[src/rtl/mem_arbiter_if.sv]
// Bus bundle between two requesters (fetch, data), the arbiter and a shared single-port SRAM.
// The slave modport is the arbiter's view; the master modport is the requester/SRAM side.
interface mem_arbiter_if;
    logic        if_req;
    logic [15:0] if_addr;
    logic [31:0] if_rdata;
    logic        if_ack;
    logic        dm_req;
    logic [3:0]  dm_we;
    logic [15:0] dm_addr;
    logic [31:0] dm_wdata;
    logic [31:0] dm_rdata;
    logic        dm_ack;
    logic [3:0]  sram_w_en;
    logic [15:0] sram_addr;
    logic [31:0] sram_wdata;
    logic [31:0] sram_rdata;
    logic        busy;

    modport slave (
        input  if_req, if_addr, dm_req, dm_we, dm_addr, dm_wdata, sram_rdata,
        output if_rdata, if_ack, dm_rdata, dm_ack, sram_w_en, sram_addr, sram_wdata, busy
    );

    modport master (
        output if_req, if_addr, dm_req, dm_we, dm_addr, dm_wdata, sram_rdata,
        input  if_rdata, if_ack, dm_rdata, dm_ack, sram_w_en, sram_addr, sram_wdata, busy
    );
endinterface

[src/rtl/mem_arbiter.sv]
// Round-robin arbiter giving an instruction-fetch port and a data port shared access to one
// single-port SRAM; every access takes three cycles from grant to ack.
module mem_arbiter (
    input logic          sysclk,
    input logic          sysrst,
    mem_arbiter_if.slave bus
);
    typedef enum logic [2:0] {
        IDLE    = 3'd0,
        ISSUE_I = 3'd1,
        ISSUE_D = 3'd2,
        RESP_I  = 3'd3,
        RESP_D  = 3'd4
    } state_t;

    state_t      state_r;
    state_t      state_next_s;
    logic        last_grant_r;      // 1'b1 = data port was granted last
    logic        grant_i_s;
    logic        grant_d_s;
    logic        if_elig_s;
    logic        dm_elig_s;
    logic [3:0]  sram_w_en_r;
    logic [15:0] sram_addr_r;
    logic [31:0] sram_wdata_r;
    logic [31:0] if_rdata_r;
    logic [31:0] dm_rdata_r;
    logic        if_ack_r;
    logic        dm_ack_r;
    logic        busy_r;

    // State register
    always_ff @(posedge sysclk or negedge sysrst) begin
        if (!sysrst) begin
            state_r <= IDLE;
        end else begin
            state_r <= state_next_s;
        end
    end

    // Eligibility, arbitration and next-state logic
    always_comb begin
        state_next_s = state_r;
        grant_i_s    = 1'b0;
        grant_d_s    = 1'b0;
        // A port being acked this cycle still holds req for the finished access; ignore it.
        if_elig_s    = bus.if_req & ~if_ack_r;
        dm_elig_s    = bus.dm_req & ~dm_ack_r;
        case (state_r)
            IDLE: begin
                if (if_elig_s && dm_elig_s) begin
                    if (last_grant_r) begin
                        grant_i_s = 1'b1;
                    end else begin
                        grant_d_s = 1'b1;
                    end
                end else if (if_elig_s) begin
                    grant_i_s = 1'b1;
                end else if (dm_elig_s) begin
                    grant_d_s = 1'b1;
                end else begin
                    grant_i_s = 1'b0;
                end
                if (grant_i_s) begin
                    state_next_s = ISSUE_I;
                end else if (grant_d_s) begin
                    state_next_s = ISSUE_D;
                end else begin
                    state_next_s = IDLE;
                end
            end
            ISSUE_I: state_next_s = RESP_I;
            ISSUE_D: state_next_s = RESP_D;
            RESP_I:  state_next_s = IDLE;
            RESP_D:  state_next_s = IDLE;
            default: state_next_s = IDLE;
        endcase
    end

    // Request latching, SRAM drive, response capture and ack pulses
    always_ff @(posedge sysclk or negedge sysrst) begin
        if (!sysrst) begin
            last_grant_r <= 1'b1;
            sram_w_en_r  <= 4'b0000;
            sram_addr_r  <= 16'h0000;
            sram_wdata_r <= 32'h0000_0000;
            if_rdata_r   <= 32'h0000_0000;
            dm_rdata_r   <= 32'h0000_0000;
            if_ack_r     <= 1'b0;
            dm_ack_r     <= 1'b0;
            busy_r       <= 1'b0;
        end else begin
            if_ack_r <= (state_r == RESP_I);
            dm_ack_r <= (state_r == RESP_D);
            busy_r   <= (state_next_s != IDLE);
            // Write enables are loaded only when entering ISSUE_D, so they are live for that cycle alone.
            if (grant_i_s) begin
                sram_addr_r  <= bus.if_addr;
                sram_w_en_r  <= 4'b0000;
                last_grant_r <= 1'b0;
            end else if (grant_d_s) begin
                sram_addr_r  <= bus.dm_addr;
                sram_wdata_r <= bus.dm_wdata;
                sram_w_en_r  <= bus.dm_we;
                last_grant_r <= 1'b1;
            end else begin
                sram_w_en_r  <= 4'b0000;
            end
            if (state_r == RESP_I) begin
                if_rdata_r <= bus.sram_rdata;
            end
            if (state_r == RESP_D) begin
                dm_rdata_r <= bus.sram_rdata;
            end
        end
    end

    assign bus.sram_w_en  = sram_w_en_r;
    assign bus.sram_addr  = sram_addr_r;
    assign bus.sram_wdata = sram_wdata_r;
    assign bus.if_rdata   = if_rdata_r;
    assign bus.dm_rdata   = dm_rdata_r;
    assign bus.if_ack     = if_ack_r;
    assign bus.dm_ack     = dm_ack_r;
    assign bus.busy       = busy_r;
endmodule
[src/flat_wrapper.sv]
// flat-port wrapper written by rule: the top's interface ports become plain ports
module mem_arbiter_flat 
  (sysclk, sysrst, bus_if_req, bus_if_addr, bus_dm_req, bus_dm_we, bus_dm_addr, bus_dm_wdata, bus_sram_rdata, bus_if_rdata, bus_if_ack, bus_dm_rdata, bus_dm_ack, bus_sram_w_en, bus_sram_addr, bus_sram_wdata, bus_busy);
  mem_arbiter_if bus_i ();
  input logic sysclk;
  input logic sysrst;
  input wire logic [$bits(bus_i.if_req)-1:0] bus_if_req;
  input wire logic [$bits(bus_i.if_addr)-1:0] bus_if_addr;
  input wire logic [$bits(bus_i.dm_req)-1:0] bus_dm_req;
  input wire logic [$bits(bus_i.dm_we)-1:0] bus_dm_we;
  input wire logic [$bits(bus_i.dm_addr)-1:0] bus_dm_addr;
  input wire logic [$bits(bus_i.dm_wdata)-1:0] bus_dm_wdata;
  input wire logic [$bits(bus_i.sram_rdata)-1:0] bus_sram_rdata;
  output wire logic [$bits(bus_i.if_rdata)-1:0] bus_if_rdata;
  output wire logic [$bits(bus_i.if_ack)-1:0] bus_if_ack;
  output wire logic [$bits(bus_i.dm_rdata)-1:0] bus_dm_rdata;
  output wire logic [$bits(bus_i.dm_ack)-1:0] bus_dm_ack;
  output wire logic [$bits(bus_i.sram_w_en)-1:0] bus_sram_w_en;
  output wire logic [$bits(bus_i.sram_addr)-1:0] bus_sram_addr;
  output wire logic [$bits(bus_i.sram_wdata)-1:0] bus_sram_wdata;
  output wire logic [$bits(bus_i.busy)-1:0] bus_busy;
  assign bus_i.if_req = bus_if_req;
  assign bus_i.if_addr = bus_if_addr;
  assign bus_i.dm_req = bus_dm_req;
  assign bus_i.dm_we = bus_dm_we;
  assign bus_i.dm_addr = bus_dm_addr;
  assign bus_i.dm_wdata = bus_dm_wdata;
  assign bus_i.sram_rdata = bus_sram_rdata;
  assign bus_if_rdata = bus_i.if_rdata;
  assign bus_if_ack = bus_i.if_ack;
  assign bus_dm_rdata = bus_i.dm_rdata;
  assign bus_dm_ack = bus_i.dm_ack;
  assign bus_sram_w_en = bus_i.sram_w_en;
  assign bus_sram_addr = bus_i.sram_addr;
  assign bus_sram_wdata = bus_i.sram_wdata;
  assign bus_busy = bus_i.busy;
  mem_arbiter u_core (.sysclk(sysclk), .sysrst(sysrst), .bus(bus_i));
endmodule
[config.mk]
export PLATFORM = sky130hd
export DESIGN_NAME = mem_arbiter_flat
export DESIGN_NICKNAME = d
export VERILOG_FILES = /design/src/rtl/mem_arbiter_if.sv /design/src/rtl/mem_arbiter.sv /design/src/flat_wrapper.sv
export SDC_FILE = /design/constraint.sdc
export NUM_CORES = 1
export LEC_CHECK = 0
export CAP_MARGIN = 20
export CORE_ASPECT_RATIO = 1.4
export CORE_MARGIN = 8
export CORE_UTILIZATION = 40
export DETAILED_ROUTE_END_ITERATION = 7
export GPL_ROUTABILITY_DRIVEN = 1
export GPL_TIMING_DRIVEN = 0
export HOLD_SLACK_MARGIN = 0.02
export PLACE_DENSITY_LB_ADDON = 0.08
export SYNTH_ARGS = -nofsm -noshare
export SYNTH_HDL_FRONTEND = slang
export SYNTH_SLANG_ARGS = --single-unit
[constraint.sdc]
create_clock -name sysclk -period 2 [get_ports sysclk]
set_input_delay 0.3 -clock sysclk [delete_from_list [all_inputs] [get_ports sysclk]]
set_output_delay 0.3 -clock sysclk [all_outputs]
set_load 0.005 [all_outputs]
# Yosys cells after proc, flatten, opt, wreduce, memory -nomap -nowiden
# Cells that the tools add are included.
[classes]
add_sub_neg = 0
n_mul = 0
div_mod_pow = 0
order_cmp = 0
n_eq_ne = 4
n_shift = 0
n_mux = 20
n_bitwise = 5
n_reduce_logical = 5
[ops]
columns = ["operator", "n"]
rows = [
  ["two-way mux 16 bit", 2],
  ["two-way mux 1 bit", 13],
  ["case mux 3 bit (3 select lines)", 1],
  ["two-way mux 4 bit", 2],
  ["== test 3 x 2 -> 1 bit (second input constant)", 2],
  ["== test 3 x 1 -> 1 bit (second input constant)", 1],
  ["== test 3 bit (second input constant)", 1],
  ["logical NOT 3 bit", 1],
  ["two-way mux 3 bit", 1],
  ["inverter 1 bit", 3],
  ["nonzero test 3 bit", 1],
  ["bitwise AND 1 bit", 2],
  ["two-way mux 2 bit", 1],
  ["AND reduction 2 bit", 1],
  ["nonzero test 2 bit", 1],
  ["logical AND 1 bit", 1],
]
[word_totals]
ff_bits = 123
latchBits = 0
ram_bits = 0
rom_bits = 0
in_bits = 104
out_inout_bits = 119
memories = 0

# Longest topological paths before layout
# Gate-level depths: netlist of run 1.
[depth]
ltp_word = 10
ltp_mapped = 6
ltp_nobuf = 3

# Least setup slack after synthesis of run 1
# No wires, ideal clock.
[synth_path]
path_type = "reg2reg"
from = "register u_core.state_r[1]"
to = "register u_core.sram_wdata_r[27], in the netlist u_core.bus.sram_wdata[27]"
arrival_time_ns = 1.447
slack_ns = 0.427
path_stages_with_launch = 7
path_buffers = 3
period_less_slack_ns = 1.573
path_cell_list = "dfrtp_1 buf_2 nor3_4 nand3_2 buf_4 buf_6 mux2_4"
[synth_between]
elab_chain_len = 4
elab_cells_between_ends = 5
classes_between = "2 x mux; 1 x bitwise; 2 x reduce/logical"
[synth_rtl]
columns = ["item", "line_no", "source"]
rows = [
  ["start: declaration", "mem_arbiter.sv:16", "state_t state_r;"],
  ["start signal: assignment", "mem_arbiter.sv:37", "state_r <= state_next_s;"],
  ["logical NOT 3 bit *", "mem_arbiter.sv:49", "case (state_r)"],
  ["two-way mux 1 bit", "mem_arbiter.sv:49", ""],
  ["inverter 1 bit (no source line)", "-", ""],
  ["AND reduction 2 bit (no source line) *", "-", ""],
  ["end signal: assignment", "mem_arbiter.sv:103", "sram_wdata_r <= bus.dm_wdata;"],
  ["end: declaration", "mem_arbiter.sv:25", "logic [31:0] sram_wdata_r;"],
]
# Every way passes the cells marked *; elsewhere a longest branch is shown, timed or not.
# A chain may end at the register's enable or synchronous reset.

# Worst setup path in the final report of run 1
[layout_path]
from = "register u_core.dm_ack_r, in the netlist u_core.bus.dm_ack"
to = "register u_core.sram_addr_r[7], in the netlist u_core.bus.sram_addr[7]"
[layout_between]
elab_chain_len = 8
elab_cells_between_ends = 13
classes_between = "9 x mux; 2 x bitwise; 2 x reduce/logical"
[layout_rtl]
columns = ["item", "line_no", "source"]
rows = [
  ["start: declaration", "mem_arbiter.sv:29", "logic dm_ack_r;"],
  ["start signal: assignment", "mem_arbiter.sv:94", "dm_ack_r <= (state_r == RESP_D);"],
  ["inverter 1 bit *", "mem_arbiter.sv:48", "dm_elig_s = bus.dm_req & ~dm_ack_r;"],
  ["bitwise AND 1 bit *", "mem_arbiter.sv:48", ""],
  ["two-way mux 1 bit", "mem_arbiter.sv:59", "end else if (dm_elig_s) begin"],
  ["two-way mux 1 bit", "mem_arbiter.sv:57", "end else if (if_elig_s) begin"],
  ["two-way mux 1 bit", "mem_arbiter.sv:51", "if (if_elig_s && dm_elig_s) begin"],
  ["two-way mux 1 bit (2 in a row)", "mem_arbiter.sv:49", ""],
  ["nonzero test 2 bit (no source line)", "-", ""],
  ["end signal: assignment", "mem_arbiter.sv:98", "sram_addr_r <= bus.if_addr;"],
  ["end signal: assignment", "mem_arbiter.sv:102", "sram_addr_r <= bus.dm_addr;"],
  ["end: declaration", "mem_arbiter.sv:24", "logic [15:0] sram_addr_r;"],
]
# Every way passes the cells marked *; elsewhere a longest branch is shown, timed or not. The select of a mux whose other input is x is not followed.

==> impl_metrics.env, run 1 <==
export IMPL_clock_latency_ps=400
export IMPL_syn_nets=431
export IMPL_synthMuxAreaShare=0.227
export IMPL_cts_tree="yes"
export IMPL_grt_pass1_vias=3872
export IMPL_grt_antenna_before_repair=0
export IMPL_crit_chain="or3b_2 > clkbuf_1 > buf_1 > nand4_1 > o221ai_1"
export IMPL_routedWlPerCell_um=19.0
export IMPL_io_pins=223
export IMPL_port_buffer_count=222
export IMPL_cp_start_kind="register"
export IMPL_synth_top_area_frac=0.633
export IMPL_synthAdderAreaFrac=0
export IMPL_vias=3510
export IMPL_final_setup_viol_count=0
export IMPL_cts_sinks=123
export IMPL_power_density_nw_per_um2=1640
export IMPL_synth_edf_count=0
export IMPL_nets=674
export IMPL_area_delta_synth_final_pct=63.4
export IMPL_layout_drive_gt1_share=0.252
export IMPL_chipHeight_um=146
export IMPL_crit_fanout=10
export IMPL_first_pass_iters=4
export IMPL_die_w_um=109
export IMPL_grt_max_degree=102
export IMPL_rsz0062_at_grt="no"
export IMPL_syn_inst=327
export IMPL_synthesis_area_um2=4820
export IMPL_core_area_um2=11800
export IMPL_setup_ws_ps=214
export IMPL_power_mw=12.9
export IMPL_stdcell_area_um2=7880
export IMPL_layout_min_cycle_time_ps=1790
export IMPL_finClkSkew_ps=10.9
export IMPL_crit_path_max_incr_delay_ps=460
export IMPL_initialDrtViolationCount=64
export IMPL_yosys_area_top_type="dfrtp_1"
export IMPL_vias_per_cell=4.81
export IMPL_grt_use_total=0.179
export IMPL_ff2ff_setup_slack_ps=210
export IMPL_tightest_slew_ps=504
export IMPL_clk_pin_slew_ps=60
export IMPL_worstPathRequired_ps=2260
export IMPL_path_class="reg -> reg"
export IMPL_start_util=0.408
export IMPL_ys_flop_type="dfrtp_1"
export IMPL_grt_remaining_overflow=0
export IMPL_place_area_um2=7260
export IMPL_ctsResizeCount=0
export IMPL_htreeDepth=4
export IMPL_std_cell_rows=47
export IMPL_drv_cap=0
export IMPL_avgSynthCellArea_um2=14.8
export IMPL_grt_pass1_wl_um=21700
export IMPL_leakage_nw=3.39
export IMPL_synth_top_family_by_area="multiplexers"
export IMPL_finalHoldViolCount=0
export IMPL_hpwlAfterDp_um=10600
export IMPL_yosysUniqueCellTypes=28
export IMPL_cp_arrival_ps=2050
export IMPL_die_area_um2=15900
export IMPL_end_kind="register"
export IMPL_antenna_cells=0
export IMPL_yosysSeqAreaShare=0.638
export IMPL_drc_errors=0
export IMPL_peakVddDrop_v=0.000851
export IMPL_synth_async_reset_ratio=1.00
export IMPL_fin_crit_sh=0.893
export IMPL_post_cts_buffers=0
export IMPL_place_ws_ps=-173
export IMPL_cts_buffers_inserted=17
export IMPL_ys_ff_latch=123
export IMPL_max_slew_margin=0.663
export IMPL_gp_congestion=0.726
export IMPL_fillCellCount=895
export IMPL_yosys_top_cells_area="dfrtp_1, mux2_2, o221ai_1"
export IMPL_clockRootBuffer="clkbuf_16"
export IMPL_wirelength_um=13900
export IMPL_clock_path_buffers=2
export IMPL_slew_viol_final=0
export IMPL_ant_nets=0
export IMPL_synth_compound_area_share=0.0361
export IMPL_yosys_warnings=0
export IMPL_status="complete, no violations"
export IMPL_worst_path_max_delay_cell="or3b_2"
export IMPL_synth_xor_area_frac=0
export IMPL_hold_class="in -> async"
export IMPL_fmax_mhz=560
export IMPL_synth_simple_area_share=0.0488
[worst max-delay path: cells and delay by family, from the launching register on]
kind                   cells  cell delay, ps
and+or+nand+nor            2             630
AOI/OAI and AO/OA          1             120
buffers and inverters      2             530
DFF                        1             380
[layout by cell type, fill, tap and decap left out, types with 2 or more instances in the layout]
cell type / count
clkbuf_1: 7
clkdlybuf4s50_1: 221
mux2_2: 92
nor3_1: 2
clkbuf_16: 17
buf_6: 3
clkinvlp_4: 3
mux2_4: 4
nor2b_1: 2
inv_1: 33
nand3b_1: 2
buf_4: 4
and3_1: 4
clkinv_2: 2
clkinv_4: 2
nand4_1: 16
bufinv_16: 3
dfrtp_1: 122
buf_2: 8
a21oi_1: 2
o221ai_1: 16
clkbuf_8: 3
[power breakdown]
part | leakage [nW] | internal, mW | switching (mW)
Clock | 0.292 | 2.06 | 1.08
Combinational | 1.63 | 3.56 | 1.90
Sequential | 1.47 | 3.75 | 0.600
Total | 3.39 | 9.37 | 3.58
[worst paths after layout]
check                                            to  depth (start not counted)               startpoint
max reg2reg                 u_core.bus.sram_addr[7]                          5        u_core.bus.dm_ack
max in group asynchronous   u_core.bus.if_rdata[31]                          3                   sysrst
min reg2reg                 u_core.bus.if_rdata[18]                          1  u_core.bus.if_rdata[18]
min in group sysclk         u_core.bus.sram_w_en[1]                          2             bus_dm_we[1]
max                         u_core.bus.sram_addr[7]                          5        u_core.bus.dm_ack
min                        u_core.bus.sram_addr[11]                          2                   sysrst
[logic make-up (layout without fill, tap and decap cells)]
logic type / Yosys count / after routing
AO/OA/AOI/OAI: 21 / 21
buffers and inverters: 53 / 309
flip-flops: 123 / 123
multiplexers: 96 / 96
AND/OR/NAND/NOR: 34 / 34
[routing by layer]
layer,vias up,routed length [um],track usage
met3,13,1240,0.0776
met4,0,203,0.0543
li1,1642,-,-
met1,1725,5120,0.188
met5,-,0,0
met2,130,7290,0.311
[Yosys cell counts (2+ instances only)]
cell type	instances
a21oi_1	2
and3_1	4
buf_2	8
buf_4	4
buf_6	2
clkbuf_1	5
dfrtp_1	122
inv_1	33
mux2_2	92
mux2_4	4
nand3b_1	2
nand4_1	16
nor2b_1	2
nor3_1	2
o221ai_1	16
[flip-flops by register name (all words and copies together) (netlist names)]
signal                 count
u_core.bus.sram_w_en       4
u_core.state_r             3
u_core.last_grant_r        1
u_core.bus.sram_addr      16
u_core.bus.dm_ack          1
u_core.bus.sram_wdata     32
u_core.bus.busy            1
u_core.bus.if_rdata       32
u_core.bus.dm_rdata       32
u_core.bus.if_ack          1
[repair_timing]
item | CTS | global route
endpoints found under the setup margin | 0 | 0
hold buffers | 1 | 0
endpoints found under the hold margin | 22 | 0
[through the flow]
stage                     hold WS, ps  utilization  cells  TNS (ps)
after floorplan                  4.41            -    327         0
after global placement            486        0.612    696   -506320
after detailed placement          170        0.614    697     -1850
after CTS                         308        0.667    730         0
after global routing              335        0.667    730         0
final                             314        0.667    730         0
[cell type report]
cell class | count | area [um2] | area share
tap | 147 | 184 | 0.0233
inverter | 33 | 124 | 0.0157
clock inverter | 10 | 140 | 0.0178
clock buffer | 22 | 474 | 0.0602
sequential | 123 | 3080 | 0.391
multi-input combinational | 151 | 1510 | 0.191
timing repair buffer | 224 | 2260 | 0.287
buffer | 20 | 115 | 0.0146
Power figures use the tool's default switching activity.
==> run 2, diff against run 1 <==
--- a/config.mk
+++ b/config.mk
@@ -13,7 +13,7 @@
 export GPL_ROUTABILITY_DRIVEN = 1
 export GPL_TIMING_DRIVEN = 0
 export HOLD_SLACK_MARGIN = 0.02
-export PLACE_DENSITY_LB_ADDON = 0.08
+export PLACE_DENSITY_LB_ADDON = 0.15
 export SYNTH_ARGS = -nofsm -noshare
 export SYNTH_HDL_FRONTEND = slang
 export SYNTH_SLANG_ARGS = --single-unit
==> impl_metrics.env, run 2 (synthesized netlist as in run 1, its figures left out) <==
export IMPL_status="complete, no violations"
export IMPL_drc_errors=0
export IMPL_ctsResizeCount=0
export IMPL_start_util=0.408
export IMPL_cp_arrival_ps=2100
export IMPL_finClkSkew_ps=9.94
export IMPL_post_cts_buffers=0
export IMPL_cts_sinks=123
export IMPL_grt_pass1_vias=4033
export IMPL_area_delta_synth_final_pct=62.4
export IMPL_layout_drive_gt1_share=0.250
export IMPL_power_mw=12.7
export IMPL_nets=674
export IMPL_clk_pin_slew_ps=50
export IMPL_core_area_um2=11800
export IMPL_clockRootBuffer="clkbuf_16"
export IMPL_place_area_um2=7260
export IMPL_die_w_um=109
export IMPL_peakVddDrop_v=0.000908
export IMPL_crit_fanout=10
export IMPL_setup_ws_ps=161
export IMPL_final_setup_viol_count=0
export IMPL_initialDrtViolationCount=76
export IMPL_grt_max_degree=84
export IMPL_htreeDepth=4
export IMPL_cts_tree="yes"
export IMPL_final_cell_mix="clkdlybuf4s50_1, dfrtp_1, mux2_2, inv_1, clkbuf_16"
export IMPL_clock_latency_ps=410
export IMPL_leakage_nw=3.37
export IMPL_io_pins=223
export IMPL_tightest_slew_ps=503
export IMPL_drv_cap=0
export IMPL_std_cell_rows=47
export IMPL_hpwlAfterDp_um=10700
export IMPL_r2r_worst_path_cells=5
export IMPL_grt_antenna_before_repair=0
export IMPL_grt_use_total=0.181
export IMPL_cp_start_kind="register"
export IMPL_fmax_mhz=544
export IMPL_clock_path_buffers=2
export IMPL_worstPathRequired_ps=2260
export IMPL_gp_congestion=0.763
export IMPL_path_class="reg -> reg"
export IMPL_layout_min_cycle_time_ps=1840
export IMPL_vias=3508
export IMPL_routedWlPerCell_um=19.1
export IMPL_grt_pass1_wl_um=22000
export IMPL_fin_crit_sh=0.919
export IMPL_ant_nets=0
export IMPL_first_pass_iters=4
export IMPL_slew_viol_final=0
export IMPL_layout_commonest_cell="clkdlybuf4s50_1"
export IMPL_hold_class="in -> async"
export IMPL_port_buffer_count=222
export IMPL_die_area_um2=15900
export IMPL_finalHoldViolCount=0
export IMPL_rsz0062_at_grt="no"
export IMPL_chipHeight_um=146
export IMPL_wirelength_um=13900
export IMPL_vias_per_cell=4.83
export IMPL_antenna_cells=0
export IMPL_power_density_nw_per_um2=1630
export IMPL_place_ws_ps=-171
export IMPL_fillCellCount=923
export IMPL_end_kind="register"
export IMPL_max_slew_margin=0.663
export IMPL_stdcell_area_um2=7830
export IMPL_cts_buffers_inserted=17
export IMPL_final_util=0.663
export IMPL_grt_remaining_overflow=0
-- run 2: cell types whose count changed in the layout (fill, tap and decap cells not counted) --
cell and delta:
clkinv_4 -2, clkinvlp_4 -1, bufinv_16 -1, clkbuf_1 -1, clkinv_2 +2
-- run 2: power breakdown --
group	leakage (nW)	internal [mW]	total, mW	switching (mW)
combinational	1.63	3.56	5.45	1.89
sequential	1.47	3.75	4.37	0.611
clock	0.276	1.90	2.93	1.03
-- run 2: per-layer routing --
layer  GRT usage  vias to the layer above  part of all wire
met1       0.184                     1702              0.35
met5           0                        -                 0
met2       0.307                      143              0.52
li1            -                     1640                 -
met4      0.0756                        0             0.023
met3      0.0851                       23              0.10
-- run 2: final cells by class --
type                       instances  area [um2]  area share
buffer                            20         115      0.0147
clock buffer                      21         470      0.0601
clock inverter                     8        95.1      0.0121
inverter                          33         124      0.0158
multi-input combinational        151        1510       0.192
sequential                       123        3080       0.393
tap                              147         184      0.0235
timing repair buffer             224        2260       0.289
-- run 2: worst paths after layout --
path / start / endpoint / slack [ps]
max in group asynchronous: sysrst / u_core.bus.if_rdata[0] / 880
worst max register to register: u_core.bus.dm_ack / u_core.bus.sram_addr[9] / 160
worst min register to register: u_core.bus.sram_wdata[11] / u_core.bus.sram_wdata[11] / 500
min in group sysclk: bus_dm_we[0] / u_core.bus.sram_w_en[0] / 460
worst max-delay path: u_core.bus.dm_ack / u_core.bus.sram_addr[9] / 160
worst min-delay path: sysrst / u_core.bus.sram_addr[10] / 370
-- run 2: critical path: stages, from the launching register on --
cell	delay, ps
dfrtp_1	390
or3b_2	470
clkbuf_1	240
buf_1	270
nand4_1	190
o221ai_1	140
-- run 2: stage by stage --
stage | hold slack (ps) | TNS (ps) | instances
6_report | 372 | 0 | 727
5_1_grt | 402 | 0 | 727
4_1_cts | 381 | 0 | 727
3_5_place_dp | 243 | -1320 | 697
3_3_place_gp | 486 | -497960 | 696
2_1_floorplan | 4.41 | 0 | 327
-- run 2: repair_timing --
action                     CTS  global route
hold buffers                 1             0
hold endpoints to repair    40             0
setup endpoints to repair    0             0
==> run 3, diff against run 2 <==
--- a/config.mk
+++ b/config.mk
@@ -8,7 +8,8 @@
 export CAP_MARGIN = 20
 export CORE_ASPECT_RATIO = 1.4
 export CORE_MARGIN = 8
-export CORE_UTILIZATION = 40
+export CORE_UTILIZATION = 43
+export CTS_BUF_LIST = sky130_fd_sc_hd__clkbuf_4 sky130_fd_sc_hd__clkbuf_8
 export DETAILED_ROUTE_END_ITERATION = 7
 export GPL_ROUTABILITY_DRIVEN = 1
 export GPL_TIMING_DRIVEN = 0
==> impl_metrics.env, run 3 (synthesized netlist as in run 1, its figures left out) <==
export IMPL_layout_min_cycle_time_ps=1810
export IMPL_start_util=0.434
export IMPL_crit_family="simple AND/OR/NAND/NOR gates"
export IMPL_switching_share=0.284
export IMPL_clk_pin_slew_ps=70
export IMPL_clockRootBuffer="clkbuf_8"
export IMPL_tightest_slew_ps=567
export IMPL_finClkSkew_ps=8.06
export IMPL_r2r_worst_path_cells=5
export IMPL_antenna_cells=0
export IMPL_grt_antenna_before_repair=0
export IMPL_grt_remaining_overflow=0
export IMPL_grt_use_total=0.186
export IMPL_leakage_nw=3.29
export IMPL_switching_power_mw=3.39
export IMPL_max_slew_margin=0.620
export IMPL_clock_path_buffers=2
export IMPL_core_area_um2=11100
export IMPL_whs_ps=297
export IMPL_final_util=0.690
export IMPL_crit_chain="or3b_2 > clkbuf_1 > buf_1 > nand4_1 > o221ai_1"
export IMPL_grt_max_degree=101
export IMPL_final_setup_viol_count=0
export IMPL_worstPathRequired_ps=2290
export IMPL_die_area_um2=14900
export IMPL_drc_errors=0
export IMPL_chipHeight_um=141
export IMPL_rsz0062_at_grt="no"
export IMPL_std_cell_rows=46
export IMPL_p_comb_frac=0.454
export IMPL_io_pins=223
export IMPL_fmax_mhz=551
export IMPL_power_density_nw_per_um2=1560
export IMPL_vias_per_cell=4.85
export IMPL_vias=3511
export IMPL_cp_arrival_ps=2100
export IMPL_finalHoldViolCount=0
export IMPL_clkPwrFrac=0.182
export IMPL_first_pass_iters=6
export IMPL_clock_latency_ps=420
export IMPL_intPower_mw=8.57
export IMPL_cp_start_kind="register"
export IMPL_grt_pass1_wl_um=21600
export IMPL_cts_tree="yes"
export IMPL_crit_path_max_incr_delay_ps=460
export IMPL_nets=674
export IMPL_grt_pass1_vias=3918
export IMPL_layout_commonest_cell="clkdlybuf4s50_1"
export IMPL_path_buf_inv=2
export IMPL_p_seq_frac=0.364
export IMPL_cts_sinks=123
export IMPL_post_cts_buffers=0
export IMPL_die_w_um=106
export IMPL_fin_crit_sh=0.907
export IMPL_crit_fanout=10
export IMPL_drv_cap=0
export IMPL_end_kind="register"
export IMPL_hpwlAfterDp_um=10300
export IMPL_power_mw=12.0
export IMPL_ant_nets=0
export IMPL_hold_class="in -> async"
export IMPL_gp_congestion=0.845
export IMPL_wirelength_um=13500
export IMPL_initialDrtViolationCount=80
export IMPL_path_depth=5
export IMPL_worst_path_max_delay_cell="or3b_2"
export IMPL_port_buffer_count=222
export IMPL_area_delta_synth_final_pct=58.9
export IMPL_path_class="reg -> reg"
export IMPL_status="complete, no violations"
export IMPL_cts_buffers_inserted=17
export IMPL_slew_viol_final=0
export IMPL_final_cell_mix="clkdlybuf4s50_1, dfrtp_1, mux2_2, inv_1, clkbuf_8"
export IMPL_htreeDepth=4
export IMPL_routedWlPerCell_um=18.6
export IMPL_layout_drive_gt1_share=0.252
export IMPL_peakVddDrop_v=0.000904
==> run 3: through the flow <==
step                      cell area [um2]  setup slack [ps]  TNS (ps)  instances
after detailed placement             7250              -185     -1480        694
after CTS                            7660               178         0        724
after floorplan                      4820               427         0        327
final                                7660               186         0        724
after global routing                 7660              75.8         0        724
after global placement               7230             -3980   -488140        693
==> run 3: worst paths after layout <==
| path | slack [ps] | end | start |
|---|---|---|---|
| setup / recovery | 190 | u_core.bus.sram_addr[14] | u_core.bus.dm_ack |
| hold / removal | 300 | u_core.bus.sram_wdata[1] | sysrst |
| setup reg to reg | 190 | u_core.bus.sram_addr[14] | u_core.bus.dm_ack |
| hold reg to reg | 500 | u_core.bus.sram_wdata[20] | u_core.bus.sram_wdata[20] |
| max in group asynchronous | 940 | u_core.bus.if_rdata[31] | sysrst |
| min in group sysclk | 440 | u_core.bus.sram_w_en[1] | bus_dm_we[1] |
==> run 3: area by class of cell <==
cell class	count	area, um2
plain buffers	20	115
clock buffers	23	310
clock inverters	6	87.6
fillers	810	3450
inverters	33	124
multi-input cells	151	1510
flip-flops and latches	123	3080
well taps	144	180
repair buffers	224	2260
==> run 3: power groups by stage <==
stage	Combinational (mW)	Sequential (mW)	Clock (mW)
5_1_grt	5.85	4.51	2.37
3_5_place_dp	5.52	4.41	0
2_1_floorplan	2.14	4.47	0
3_3_place_gp	5.41	4.33	0
6_report	5.43	4.36	2.17
4_1_cts	5.55	4.37	2.25
==> run 3: metal layers <==
layer	wire [um]	global-route usage	vias up
met2	6750	0.308	151
li1	-	-	1636
met4	151	0.0610	0
met1	5220	0.199	1713
met5	0	0	-
met3	1370	0.0976	11
==> run 3: timing repair <==
item	in CTS	in global routing
hold buffers	1	0
hold endpoints to repair	23	0
resized for setup	0	0
